## src/rtl/id_ex_hazard_stage.sv

```systemverilog
// ID/EX pipeline register with one-bubble RAW stall control for a core that forwards only from MEM/WB.
// Optional HAZARD_STALL_CNT_EN adds a free-running count of hazard stalls on stall_count.
module id_ex_hazard_stage #(
    parameter int XLEN   = 32,
    parameter int CTRL_W = 8
) (
    input  logic              clk,
    input  logic              rst,
    input  logic              id_valid,
    input  logic [4:0]        id_rs1,
    input  logic [4:0]        id_rs2,
    input  logic [4:0]        id_rd,
    input  logic              id_uses_rs1,
    input  logic              id_uses_rs2,
    input  logic              id_regwrite,
    input  logic              id_memread,
    input  logic              id_memwrite,
    input  logic [CTRL_W-1:0] id_ctrl,
    input  logic [XLEN-1:0]   id_rs1_data,
    input  logic [XLEN-1:0]   id_rs2_data,
    input  logic [XLEN-1:0]   id_imm,
    input  logic [XLEN-1:0]   id_pc,
    input  logic              flush,
    input  logic              mem_busy,
    output logic              ID_EX_valid,
    output logic              ID_EX_RegWrite,
    output logic              ID_EX_MemRead,
    output logic              ID_EX_MemWrite,
    output logic [4:0]        ID_EX_RegisterRs1,
    output logic [4:0]        ID_EX_RegisterRs2,
    output logic [4:0]        ID_EX_RegisterRd,
    output logic [CTRL_W-1:0] ID_EX_ctrl,
    output logic [XLEN-1:0]   ID_EX_rs1_data,
    output logic [XLEN-1:0]   ID_EX_rs2_data,
    output logic [XLEN-1:0]   ID_EX_imm,
    output logic [XLEN-1:0]   ID_EX_pc,
    output logic              stall_if_id,
    output logic              hazard
`ifdef HAZARD_STALL_CNT_EN
    ,
    output logic [31:0]       stall_count
`endif
);

    typedef enum logic {
        RUN    = 1'b0,
        BUBBLE = 1'b1
    } stageState_t;

    stageState_t stateQ, stateNext;
    logic        matchRs1, matchRs2, raw;
    logic        loadBubble, hazardStall;

    assign matchRs1 = id_uses_rs1 && (id_rs1 == ID_EX_RegisterRd);
    assign matchRs2 = id_uses_rs2 && (id_rs2 == ID_EX_RegisterRd);
    assign raw      = id_valid && ID_EX_valid && ID_EX_RegWrite &&
                      (ID_EX_RegisterRd != 5'd0) && (matchRs1 || matchRs2);

    // Priority: memory freeze, then branch flush, then hazard bubble, then normal capture.
    always_comb begin
        stateNext   = stateQ;
        loadBubble  = 1'b0;
        hazardStall = 1'b0;
        stall_if_id = 1'b0;
        hazard      = raw && (stateQ == RUN);
        if (mem_busy) begin
            stall_if_id = 1'b1;
        end else if (flush) begin
            loadBubble = 1'b1;
            stateNext  = RUN;
        end else if (hazard) begin
            loadBubble  = 1'b1;
            hazardStall = 1'b1;
            stall_if_id = 1'b1;
            stateNext   = BUBBLE;
        end else begin
            stateNext = RUN;
        end
    end

    always_ff @(posedge clk or posedge rst) begin
        if (rst) begin
            stateQ <= RUN;
        end else begin
            stateQ <= stateNext;
        end
    end

    always_ff @(posedge clk or posedge rst) begin
        if (rst) begin
            ID_EX_valid       <= 1'b0;
            ID_EX_RegWrite    <= 1'b0;
            ID_EX_MemRead     <= 1'b0;
            ID_EX_MemWrite    <= 1'b0;
            ID_EX_RegisterRs1 <= '0;
            ID_EX_RegisterRs2 <= '0;
            ID_EX_RegisterRd  <= '0;
            ID_EX_ctrl        <= '0;
            ID_EX_rs1_data    <= '0;
            ID_EX_rs2_data    <= '0;
            ID_EX_imm         <= '0;
            ID_EX_pc          <= '0;
        end else if (!mem_busy) begin
            if (loadBubble) begin
                ID_EX_valid       <= 1'b0;
                ID_EX_RegWrite    <= 1'b0;
                ID_EX_MemRead     <= 1'b0;
                ID_EX_MemWrite    <= 1'b0;
                ID_EX_RegisterRs1 <= '0;
                ID_EX_RegisterRs2 <= '0;
                ID_EX_RegisterRd  <= '0;
                ID_EX_ctrl        <= '0;
                ID_EX_rs1_data    <= '0;
                ID_EX_rs2_data    <= '0;
                ID_EX_imm         <= '0;
                ID_EX_pc          <= '0;
            end else begin
                ID_EX_valid       <= id_valid;
                ID_EX_RegWrite    <= id_regwrite && id_valid;
                ID_EX_MemRead     <= id_memread && id_valid;
                ID_EX_MemWrite    <= id_memwrite && id_valid;
                ID_EX_RegisterRs1 <= id_rs1;
                ID_EX_RegisterRs2 <= id_rs2;
                ID_EX_RegisterRd  <= id_rd;
                ID_EX_ctrl        <= id_ctrl & {CTRL_W{id_valid}};
                ID_EX_rs1_data    <= id_rs1_data;
                ID_EX_rs2_data    <= id_rs2_data;
                ID_EX_imm         <= id_imm;
                ID_EX_pc          <= id_pc;
            end
        end
    end

`ifdef HAZARD_STALL_CNT_EN
    always_ff @(posedge clk or posedge rst) begin
        if (rst) begin
            stall_count <= 32'd0;
        end else if (hazardStall) begin
            stall_count <= stall_count + 32'd1;
        end
    end
`else
    logic unusedHazardStall;
    assign unusedHazardStall = hazardStall;
`endif

endmodule

```

## config.mk

```make
export PLATFORM = sky130hd
export DESIGN_NAME = id_ex_hazard_stage
export DESIGN_NICKNAME = d
export VERILOG_FILES = /design/src/rtl/id_ex_hazard_stage.sv
export SDC_FILE = /design/constraint.sdc
export NUM_CORES = 1
export LEC_CHECK = 0
export ABC_CLOCK_PERIOD_IN_PS = 10520
export BUFFER_PORTS_ARGS = -buffer_cell sky130_fd_sc_hd__clkbuf_2
export CAP_MARGIN = 40
export CORE_MARGIN = 4
export CORE_UTILIZATION = 52
export DETAILED_ROUTE_END_ITERATION = 6
export GPL_TIMING_DRIVEN = 0
export PLACE_DENSITY = 0.95
export REMOVE_ABC_BUFFERS = 1
export SYNTH_ARGS = -nofsm -noshare
export SYNTH_HDL_FRONTEND = slang
export SYNTH_SLANG_ARGS = --single-unit
```

## constraint.sdc

```tcl
create_clock -name clk -period 10.52 [get_ports clk]
set_input_delay 2.104 -clock clk [delete_from_list [all_inputs] [get_ports clk]]
set_output_delay 2.104 -clock clk [all_outputs]
set_load 0.005 [all_outputs]
```

[Yosys cells after proc, flatten, opt, wreduce, memory -nomap -nowiden]
Cells that the tools add are included.
Word-level totals
  flip-flop bits (word level): 156
  latch bits: 0
  RAM bits: 0
  ROM bits: 0
  output and inout bits: 157
  memories: 0
Cells by class
  add/subtract/negate cells: 0
  multiply operators: 0
  divide/modulo/power cells: 0
  $lt $le $gt $ge: 0
  equality and inequality tests: 2
  shift operators: 0
  muxes and demuxes: 17
  bitwise logic cells: 2
  reductions and logical operators: 12
Operator list (count)
  2-to-1 mux 32 bit: 4
  2-to-1 mux 5 bit: 3
  == test 5 bit: 2
  logical AND 1 bit: 10
  2-to-1 mux 1 bit: 9
  AND 8 bit: 1
  2-to-1 mux 8 bit: 1
  nonzero test 5 bit: 1
  logical OR 1 bit: 1
  NOT 1 bit: 1

[Depth between registers and ports, before layout]
  word-level depth: 9
  gate-level depth with buffers: 6

[Least setup slack after synthesis]
Ideal clock, no wire load.
  path kind: in2out
  from: in id_rs1[1]
  to: out stall_if_id
  arrival: 3.087 ns
  required time: 8.416 ns
  path slack: 5.329 ns
  cell stages on the path: 6
  path buffers: 2
  cell sequence: xnor2_1 > nand4_1 > o22ai_1 > buf_2 > buf_2 > a21o_1
Between the ends
  cells in the longest elaborated chain, start to end: 8
Ends and longest elaborated chain
  start: declaration: RTL line 10  | input logic [4:0] id_rs1,
  == test 5 bit: RTL line 54  | assign matchRs1 = id_uses_rs1 && (id_rs1 == ID_EX_RegisterRd);
  logical AND 1 bit: RTL line 54
  logical OR 1 bit: RTL line 57  | (ID_EX_RegisterRd != 5'd0) && (matchRs1 || matchRs2);
  logical AND 1 bit: RTL line 57
  logical AND 1 bit: RTL line 65  | hazard = raw && (stateQ == RUN);
  2-to-1 mux 1 bit: RTL line 71  | end else if (hazard) begin
  2-to-1 mux 1 bit: RTL line 68  | end else if (flush) begin
  2-to-1 mux 1 bit: RTL line 66  | if (mem_busy) begin
  end: declaration: RTL line 37  | output logic stall_if_id,
Every way passes these cells.

[Worst setup path in the final report]
  from: in id_rs1[1]
  to: out hazard
Between the ends
  cells in the longest elaborated chain, start to end: 5
Ends and longest elaborated chain
  == test 5 bit: RTL line 54
  logical AND 1 bit: RTL line 54
  logical OR 1 bit: RTL line 57
  logical AND 1 bit: RTL line 57
  logical AND 1 bit: RTL line 65
  end: declaration: RTL line 38  | output logic hazard
Every way passes these cells.

==> run metrics <==
critical path's most frequent cell clkbuf_2; largest net degree at the start of global routing 102; pwr dens 164 nW/um^2; I/O pins 318; final hold violation count 0; Clock Power Share 36.6%; Netlist cell types 28; initial antenna violation count 0; Leakage 4.47 nW; worst-path maximum fanout 36; Clock Sinks 156; synthesized area 7470 sq um; WS Path Type input pin to primary output; Combinational Power Share 18.7%; crit path DAT approximately 4.5 ns; status finished clean; Final Skew ~0.011 ns; Seq/Total Area, Yosys 52.3%; maximum clock frequency ~150 MHz; WL/cell 19.4 um; Longest Clk Path Bufs 2; maxcap violations 0; pre-CTS setup slack 4.03 ns; startpoint types input pin; IO buf count 317; maximum VDD drop 0.000105 V; DRT antenna net count 0; number of CTS-inserted buffers 17; PostCTS Resize Cnt 0; Reg2Reg Setup Slack 7.69 ns; first-pass GRT wire length approximately 37000 um; commonest non-fill, non-tap cell in the layout clkbuf_2; Mean Syn Cell Area 9.84 sq um; Layout Area Growth over Synthesis 31.7%; Period minus WS final around 6.6 ns; layout cells sized above 1 a little over a third; post-route setup slack 3.95 ns; CP required 8.42 ns; Post-CTS Setup Bufs 0; Synth Register Bits 156; nets@finish 1182; Pre-antenna DRT Iters 5; Initial Utilization a little over half; drt total wl 23600 um; Psw between 400 and 500 uW; Max Slew Vio Count 0; Antenna diodes 0; YS warnings 0; Hold Path Class register to register; Slew @ Worst Pin about 0.92 ns; HPWL Detailed 16000 um; worst skew pair latency ~0.4 ns; Clock Tree Root clkbuf_16; remaining global-route overflow 0; sequential power share 44.7%; most frequent cells in the layout clkbuf_2, dfrtp_1, nand2_1; Via density 6.33; Mapped Cells approximately 760; CTS tree yes; CP peak stage delay 0.82 ns; CTS Hold Buffers Added 0; # setup viols final 0; Tot Pwr 1.62 mW; Residual DRC 0; Site Rows 43; CP Cell Sequence clkbuf_2 -> xnor2_1 -> nand4_1 -> o22ai_4 -> buf_12 -> buf_16 -> nor2b_1 -> clkbuf_2; Slowest cell on crit path o22ai_4; internal power 1.16 mW; Core Area 14000 sq um; DR vias 7690; Chip Height 128 um; gp weighted congestion 0.821; DRT iter0 DRCs 903; CTS HTree Levels 4; Clock Pin Slew Worst Setup and Hold Paths 0.06 ns; vias in the first global route 7338; Die Wd 128 um; period utilization 62.5%; GRT Util Overall 28.0%; Die ar. 16300 sq um; Slew Limit Headroom 38.6%; crit path capture type primary output; RSZ-0062 raised after global routing no; setup_tns 0 ns; Switching Fraction between 20% and 30%
power groups by stage:
| stage | clock (mW) | sequential (mW) | combinational [mW] |
|---|---|---|---|
| global placement | 0 | 0.727 | 0.294 |
| finish | 0.592 | 0.722 | 0.303 |
| CTS | 0.599 | 0.720 | 0.304 |
| global route | 0.629 | 0.728 | 0.334 |
| floorplan | 0 | 0.729 | 0.125 |
| detailed placement | 0 | 0.729 | 0.302 |
worst paths after layout:
kind	cells past startpoint	endpoint	startpoint
worst max-delay path	8	hazard	id_rs1[1]
worst min-delay path	2	ID_EX_rs1_data[12]	ID_EX_rs1_data[12]
worst max register to register	6	ID_EX_pc[27]	ID_EX_RegisterRd[1]
worst min register to register	2	ID_EX_rs1_data[12]	ID_EX_rs1_data[12]
max in group asynchronous	3	ID_EX_imm[3]	rst
min in group asynchronous	2	ID_EX_rs1_data[7]	rst
synth_stat cells, drive strengths merged:
cell type	number	share of area, %
dfrtp	156	52
nand2	146	7.3
o21ai	144	9.7
a32oi	133	16
clkbuf	68	3.4
buf	23	2.5
a22oi	22	2.2
nor3b	21	2.1
o221ai	11	1.3
or3b	10	1.2
xnor2	10	1.2
nor2	3	0.15
nand4	2	0.17
a21o	1	0.10
a22o	1	0.12
and4b	1	0.13
inv	1	0.050
nand2b	1	0.084
nor2b	1	0.084
nor3	1	0.067
o22ai	1	0.084
o31ai	1	0.10
or4	1	0.10
per-layer routing:
| layer | global-route usage (%) | vias to the layer above | wire length (um) |
|---|---|---|---|
| li1 | - | 3412 | - |
| met1 | 34.6 | 3735 | 8530 |
| met2 | 47.8 | 470 | 12200 |
| met3 | 7.00 | 73 | 2260 |
| met4 | 9.80 | 0 | 646 |
| met5 | 0 | - | 0 |
through the flow:
| step | hold WS (ns) | std cells | utilization, % | area [sq um] |
|---|---|---|---|---|
| 2_1_floorplan | 0.472 | 668 | - | 7030 |
| 3_3_place_gp | 0.470 | 1165 | 63.2 | 8840 |
| 3_5_place_dp | 0.479 | 1182 | 66.3 | 9280 |
| 4_1_cts | 0.493 | 1214 | 70.3 | 9840 |
| 5_1_grt | 0.514 | 1214 | 70.3 | 9840 |
| 6_report | 0.492 | 1214 | 70.3 | 9840 |
sequential cells by signal (all words and copies together) (netlist names):
| register | flops |
|---|---|
| ID_EX_imm | 32 |
| ID_EX_pc | 32 |
| ID_EX_rs1_data | 32 |
| ID_EX_rs2_data | 32 |
| ID_EX_ctrl | 8 |
| ID_EX_RegisterRd | 5 |
| ID_EX_RegisterRs1 | 5 |
| ID_EX_RegisterRs2 | 5 |
| ID_EX_MemRead | 1 |
| ID_EX_MemWrite | 1 |
| ID_EX_RegWrite | 1 |
| ID_EX_valid | 1 |
| stateQ | 1 |
worst max-delay path, delay by kind of cell:
family          cells  cell delay [ns]
xor+xnor            1             0.14
simple gates        2             0.65
compound gates      1             0.82
buf+inv             4             0.70
cell type report:
class,count,area [sq um]
Clock buffer,22,444
Sequential cell,156,3900
Clock inverter,10,118
Multi-Input combinational cell,511,3150
Timing Repair Buffer,334,1990
Fill cell,967,4150
Inverter,1,8.76
Tap cell,180,225
cell families (layout without fill, tap and decap cells):
group                  Yosys count  after routing  share of synthesized area (%)
XOR/XNOR                        10             10                           1.17
buffers and inverters           92            367                           5.98
AO/OA/AOI/OAI                  314            314                           29.2
AND/OR/NAND/NOR                187            187                           11.4
flip-flops                     156            156                           52.3
No activity file was read; power rests on OpenSTA's default activity.
